**src/rtl/store_buffer_pkg.sv**
```systemverilog
// Shared types and sizing for the store buffer: entry layout, drain FSM states, pointer widths.
// Pointers carry one extra wrap bit above the entry index so full and empty can be told apart.
package store_buffer_pkg;

  localparam int SB_DEPTH = 8;
  localparam int ADDR_W   = 32;
  localparam int DATA_W   = 32;
  localparam int STRB_W   = DATA_W / 8;
  localparam int IDX_W    = $clog2(SB_DEPTH);
  localparam int PTR_W    = IDX_W + 1;

  typedef struct packed {
    logic [ADDR_W-1:0] addr;
    logic [DATA_W-1:0] data;
    logic [STRB_W-1:0] wstrb;
  } sb_entry_t;

  localparam int ENTRY_W = $bits(sb_entry_t);

  typedef enum logic [1:0] {
    SB_IDLE,
    SB_REQ,
    SB_WAIT
  } sb_state_t;

endpackage

```
**src/rtl/store_buffer_fwd.sv**
```systemverilog
// Age-ordered word-address CAM over the live window [head, tail) of the store buffer.
// Youngest matching entry decides: full byte cover forwards data, partial overlap flags a replay.
module store_buffer_fwd
  import store_buffer_pkg::*;
(
  input  logic [SB_DEPTH-1:0][ENTRY_W-1:0] i_entries,
  input  logic [PTR_W-1:0]                 i_head,
  input  logic [PTR_W-1:0]                 i_tail,
  input  logic [ADDR_W-1:0]                i_ld_addr,
  input  logic [STRB_W-1:0]                i_ld_wstrb,
  output logic                             o_fwd_hit,
  output logic [DATA_W-1:0]                o_fwd_data,
  output logic                             o_fwd_conflict
);

  logic [PTR_W-1:0]  w_count;
  logic [PTR_W-1:0]  w_ptr;
  logic              w_found;
  sb_entry_t         w_e;
  sb_entry_t         w_sel;
  logic [STRB_W-1:0] w_ovl;
  logic              w_unused_ld;

  assign w_count     = i_tail - i_head;
  assign w_unused_ld = ^i_ld_addr[1:0];

  always_comb begin
    w_found        = 1'b0;
    w_sel          = '0;
    w_ptr          = '0;
    w_e            = '0;
    w_ovl          = '0;
    o_fwd_hit      = 1'b0;
    o_fwd_conflict = 1'b0;
    o_fwd_data     = '0;
    // Walk oldest to youngest so the last match seen is the youngest one.
    for (int i = 0; i < SB_DEPTH; i++) begin
      w_ptr = i_head + PTR_W'(i);
      w_e   = i_entries[w_ptr[IDX_W-1:0]];
      if ((PTR_W'(i) < w_count) && (w_e.addr[ADDR_W-1:2] == i_ld_addr[ADDR_W-1:2])) begin
        w_found = 1'b1;
        w_sel   = w_e;
      end
    end
    w_ovl          = w_sel.wstrb & i_ld_wstrb;
    o_fwd_hit      = w_found && (w_ovl == i_ld_wstrb);
    o_fwd_conflict = w_found && !o_fwd_hit && (|w_ovl);
    o_fwd_data     = o_fwd_hit ? w_sel.data : '0;
  end

endmodule

```
**src/rtl/store_buffer.sv**
```systemverilog
// In-order store buffer: holds executed stores, marks the oldest committed, drains them to the
// dcache one at a time over req/addr_ok/data_ok, and forwards store data to younger loads.
module store_buffer
  import store_buffer_pkg::*;
(
  input  logic              i_clk,
  input  logic              i_resetn,
  input  logic              i_flush,
  input  logic              i_enq_valid,
  input  logic [ADDR_W-1:0] i_enq_addr,
  input  logic [DATA_W-1:0] i_enq_data,
  input  logic [STRB_W-1:0] i_enq_wstrb,
  output logic              o_sb_allowin,
  input  logic              i_commit_store1_valid,
  input  logic              i_commit_store2_valid,
  input  logic [ADDR_W-1:0] i_ld_addr,
  input  logic [STRB_W-1:0] i_ld_wstrb,
  output logic              o_fwd_hit,
  output logic [DATA_W-1:0] o_fwd_data,
  output logic              o_fwd_conflict,
  output logic              o_data_req,
  output logic              o_data_wr,
  output logic [ADDR_W-1:0] o_data_addr,
  output logic [DATA_W-1:0] o_data_wdata,
  output logic [STRB_W-1:0] o_data_wstrb,
  input  logic              i_data_addr_ok,
  input  logic              i_data_data_ok,
  output logic              o_sb_empty
);

  sb_entry_t [SB_DEPTH-1:0] r_entries;
  logic [PTR_W-1:0]         r_head;
  logic [PTR_W-1:0]         r_cmt;
  logic [PTR_W-1:0]         r_tail;
  sb_state_t                r_state;
  sb_state_t                w_state_nxt;

  logic [PTR_W-1:0] w_count;
  logic [PTR_W-1:0] w_ncmt;
  logic [PTR_W-1:0] w_cmt_inc;
  logic [PTR_W-1:0] w_cmt_nxt;
  logic             w_full;
  logic             w_enq_fire;
  logic             w_pop;
  sb_entry_t        w_head_e;

  assign w_count    = r_tail - r_head;
  assign w_ncmt     = r_cmt - r_head;
  assign w_full     = (r_tail[IDX_W] != r_head[IDX_W]) && (r_tail[IDX_W-1:0] == r_head[IDX_W-1:0]);
  assign w_enq_fire = i_enq_valid && !w_full && !i_flush;
  assign w_cmt_inc  = PTR_W'(i_commit_store1_valid) + PTR_W'(i_commit_store2_valid);
  assign w_cmt_nxt  = r_cmt + w_cmt_inc;
  assign w_pop      = (r_state == SB_WAIT) && i_data_data_ok;
  assign w_head_e   = r_entries[r_head[IDX_W-1:0]];

  assign o_sb_allowin = !w_full;
  assign o_sb_empty   = (w_count == '0) && (r_state == SB_IDLE);

  always_ff @(posedge i_clk or negedge i_resetn) begin
    if (!i_resetn) begin
      r_head  <= '0;
      r_cmt   <= '0;
      r_tail  <= '0;
      r_state <= SB_IDLE;
    end else begin
      r_head  <= r_head + PTR_W'(w_pop);
      r_cmt   <= w_cmt_nxt;
      // Flush drops only uncommitted stores; committed ones keep draining.
      r_tail  <= i_flush ? w_cmt_nxt : (r_tail + PTR_W'(w_enq_fire));
      r_state <= w_state_nxt;
    end
  end

  // Payload storage needs no reset: only entries inside [head, tail) are ever observed.
  always_ff @(posedge i_clk) begin
    if (w_enq_fire) begin
      r_entries[r_tail[IDX_W-1:0]] <= '{addr: i_enq_addr, data: i_enq_data, wstrb: i_enq_wstrb};
    end
  end

  always_comb begin
    w_state_nxt  = r_state;
    o_data_req   = 1'b0;
    o_data_wr    = 1'b0;
    o_data_addr  = '0;
    o_data_wdata = '0;
    o_data_wstrb = '0;
    case (r_state)
      SB_IDLE: if (w_ncmt != '0) w_state_nxt = SB_REQ;
      SB_REQ:  if (i_data_addr_ok) w_state_nxt = SB_WAIT;
      SB_WAIT: if (i_data_data_ok) w_state_nxt = SB_IDLE;
      default: w_state_nxt = SB_IDLE;
    endcase
    if (r_state == SB_REQ) begin
      o_data_req = 1'b1;
      o_data_wr  = 1'b1;
    end
    if (r_state != SB_IDLE) begin
      o_data_addr  = w_head_e.addr;
      o_data_wdata = w_head_e.data;
      o_data_wstrb = w_head_e.wstrb;
    end
  end

  store_buffer_fwd u_fwd (
    .i_entries      (r_entries),
    .i_head         (r_head),
    .i_tail         (r_tail),
    .i_ld_addr      (i_ld_addr),
    .i_ld_wstrb     (i_ld_wstrb),
    .o_fwd_hit      (o_fwd_hit),
    .o_fwd_data     (o_fwd_data),
    .o_fwd_conflict (o_fwd_conflict)
  );

  a_store2_needs_store1: assert property (@(posedge i_clk) disable iff (!i_resetn)
    !(i_commit_store2_valid && !i_commit_store1_valid));
  a_commit_in_window: assert property (@(posedge i_clk) disable iff (!i_resetn)
    w_cmt_inc <= PTR_W'(r_tail - r_cmt));

endmodule
```
**config.mk**
```make
export PLATFORM = sky130hd
export DESIGN_NAME = store_buffer
export DESIGN_NICKNAME = d
export VERILOG_FILES = /design/src/rtl/store_buffer_pkg.sv /design/src/rtl/store_buffer_fwd.sv /design/src/rtl/store_buffer.sv
export SDC_FILE = /design/constraint.sdc
export NUM_CORES = 2
export LEC_CHECK = 0
export CORE_MARGIN = 1.5
export CORE_UTILIZATION = 65
export CTS_CLUSTER_SIZE = 10
export DETAILED_ROUTE_END_ITERATION = 6
export PLACE_DENSITY = 0.82
export SLEW_MARGIN = 15
export SYNTH_ARGS = -nofsm -noshare
export SYNTH_HDL_FRONTEND = slang
export SYNTH_HIERARCHICAL = 1
export SYNTH_SLANG_ARGS = --single-unit
```
**constraint.sdc**
```tcl
create_clock -name i_clk -period 19.5 [get_ports i_clk]
set_clock_uncertainty 0.15 [all_clocks]
set_input_delay 3.9 -clock i_clk [delete_from_list [all_inputs] [get_ports i_clk]]
set_output_delay 3.9 -clock i_clk [all_outputs]
set_load 0.05 [all_outputs]
```
==> flow_summary.json <==
{
  "p_leak_nw": 16.6,
  "first_iter_violations": 6188,
  "cts_buffers": 70,
  "yosysSeqAreaShare": 0.372,
  "reg2reg_to": "r_entries[351]",
  "final_antenna_net_count": 0,
  "dp_hpwl_um": 93400,
  "cts_tree": "built",
  "htreeDepth": 3,
  "io_buffers": 215,
  "ys_top_cells_by_area": "edfxtp_1 (36%), mux4_2 (25%), mux2i_1 (6.8%)",
  "clk_latency_ns": 0.62,
  "hold_path.startpoint": "r_cmt[3]",
  "status": "complete, but fails checks",
  "intPower_mw": 4.70,
  "cts.clk_slew.worst_paths_ns": 0.05,
  "grt_pass1_wl_um": 220000,
  "fmax_mhz": 67.2,
  "r2r_cells": 8,
  "rsz0062_at_grt": "false",
  "crit_fanout": 43,
  "cp-end-kind": "output pin",
  "fin_crit_sh": 0.763,
  "syn_to_final_growth_pct": 9.90,
  "synthTopCellsByCount": "edfxtp_1 (544), mux4_2 (495), nand2_1 (401)",
  "power_frac_clock": 0.129,
  "yosys_warnings": 6,
  "layout-drive-gt1-share": 0.220,
  "drc": 5,
  "die_x_um": 266,
  "wl_per_cell_um": 32.1,
  "grt_usage": 0.421,
  "max_stage_delay_ns": 0.84,
  "die_area_mm2": 0.0705,
  "gp_congestion": 1.06,
  "p_per_area_mw_per_mm2": 187,
  "die_h_um": 266,
  "firstDrtPassIters": 7,
  "ctsLongestPathBuffers": 3,
  "async_flop_share": 0.0251,
  "crit_chain": "clkdlybuf4s50_1 -> inv_1 -> nor2_1 -> nand4b_1 -> a2111oi_0 -> o221ai_1 -> nor4_4 -> buf_4 -> inv_2 -> o2111a_1 -> a221oi_2 -> nand2b_1 -> and4_1 -> buf_4 -> o21a_1 -> clkdlybuf4s50_1",
  "drt-total-wl_um": 148000,
  "synth-edff-count": 544,
  "nNetsFinal": 3820,
  "netSwitchingFraction": 0.490,
  "overflow": 0,
  "worstSetupPathType": "input port to output pin",
  "viasPerCell": 7.89,
  "grt_max_degree": 128,
  "num_vias": 36400,
  "yosysMostFrequentCell": "edfxtp_1",
  "setup_violations": 0,
  "cts_setup_buffers": 0,
  "hold_viol_final": 0,
  "ctsHoldBuffers": 0,
  "start_util": 0.655,
  "start_kind": "input port",
  "combPwrFrac": 0.700,
  "synthFlopType": "edfxtp_1",
  "yosys.area.top_type": "edfxtp_1",
  "synth_area_mm2": 0.0448,
  "synth_cell_types": 80,
  "antenna_found_initial": 13,
  "hold_class": "register to register",
  "synth_cells": 3683,
  "fp.coreArea_mm2": 0.0683,
  "violations": "design-rule violations",
  "tns_ns": 0,
  "numClockSinks": 558,
  "nFillCells": 4454,
  "sequentialPowerShare": 0.171,
  "cts_resized": 0,
  "period_minus_slack_ns": 14.88,
  "cpMaxStageDelayCell": "clkdlybuf4s50_1",
  "min_to": "r_cmt[3]",
  "rr_startpoint": "r_head[1]",
  "final_util": 0.720,
  "synth_top_area_frac": 0.365,
  "worst_pin_slew_ns": 1.21,
  "irDropWorstVdd_uv": 139,
  "holdPathStages": 1,
  "grt_pass1_vias": 34800,
  "row_count": 96,
  "synth_fp_nets": 3814,
  "drv_slew": 0,
  "syn_area_per_cell_um2": 12.2,
  "switchingPower_mw": 4.51,
  "critical_path_required_ns": 15.45,
  "yosys_register_bits": 558,
  "cp.arrival_ns": 10.83,
  "ff2ff_setup_slack_ns": 13.69,
  "clockRootBuffer": "clkbuf_16",
  "io_pins": 218,
  "max_slew_margin": 0.191,
  "cap_violations": 0
}
[registers in the layout, indices dropped and copies added, names as in the netlist]
register,cells
r_state,2
r_entries,544
r_tail,4
r_head,4
r_cmt,4
[layer usage]
| metal | vias to the layer above | GRT usage | wire length [um] |
|---|---|---|---|
| met4 | 8 | 0.228 | 9090 |
| met3 | 670 | 0.109 | 22300 |
| met5 | - | 0 | 46 |
| met2 | 3243 | 0.625 | 66400 |
| li1 | 14800 | - | - |
| met1 | 17700 | 0.572 | 50700 |
[layout by cell type (no fill, tap or decap), types with 14 or more instances in the layout]
cell type / instances
o221ai_1: 71
or2_2: 36
nor2_1: 206
nand2_1: 399
mux2_2: 93
xnor2_1: 184
edfxtp_1: 544
and3_1: 15
o211ai_1: 44
o311a_1: 32
buf_4: 67
nand4_1: 32
clkbuf_1: 18
o22ai_1: 37
nor3_1: 24
a22o_1: 73
clkdlybuf4s50_1: 215
inv_1: 25
clkbuf_16: 72
mux2i_1: 305
nand3_1: 63
o21ai_0: 95
mux4_2: 495
nand2b_1: 14
o21a_1: 34
xor2_1: 33
a22oi_1: 52
ha_1: 15
a21oi_1: 231
[power by group through the flow]
stage | Clock [mW] | Sequential, mW | Combinational, mW
global route | 1.24 | 1.59 | 6.70
detailed placement | 0 | 1.59 | 6.20
floorplan | 0 | 1.52 | 4.71
finish | 1.19 | 1.57 | 6.45
CTS | 1.19 | 1.57 | 6.25
global placement | 0 | 1.58 | 6.12
[final cells by class]
class / count / area [um2] / share of cell area
clock buffer: 91 / 1880 / 0.0382
inverter: 33 / 131 / 0.00267
tap: 882 / 1100 / 0.0224
timing repair buffer: 284 / 2700 / 0.0547
clock inverter: 19 / 154 / 0.00313
antenna: 10 / 25.0 / 0.000508
sequential: 558 / 16700 / 0.339
multi-input combinational: 2742 / 26500 / 0.539
[how the worst max path moves through the flow]
stage                        from              to  cells after the start
floorplan            i_ld_addr[5]  o_fwd_conflict                     15
global placement    i_ld_addr[10]  o_fwd_data[11]                     16
detailed placement  i_ld_addr[10]  o_fwd_data[24]                     16
CTS                     r_head[0]  o_fwd_data[24]                     19
global route            r_head[0]   o_fwd_data[0]                     19
finish              i_ld_addr[10]   o_fwd_data[0]                     16
[stage by stage]
stage          instances  power (mW)  setup slack [ns]  cell area (um2)  hold slack, ns
2_1_floorplan       3683        6.23              7.95            44800           0.329
3_3_place_gp        4499        7.70              4.95            47200           0.355
3_5_place_dp        4499        7.79              4.95            47200           0.371
4_1_cts             4609        9.01              4.80            49200           0.386
5_1_grt             4616        9.52              4.10            49200           0.415
6_report            4619        9.21              4.62            49200           0.384
[cell families after synthesis]
| kind of cell | share of synthesized area |
|---|---|
| compound gates | 0.114 |
| xor+xnor | 0.0434 |
| fa+ha+maj | 0.00581 |
| buf+inv | 0.0387 |
| flops | 0.372 |
| mux | 0.340 |
| simple gates | 0.0850 |
[worst max-delay path: cells and delay by family]
kind,cells,cell delay [ns]
AO/OA/AOI/OAI,5,2.11
buffers and inverters,6,3.92
AND/OR/NAND/NOR,5,0.81
Power figures use the tool's default switching activity.
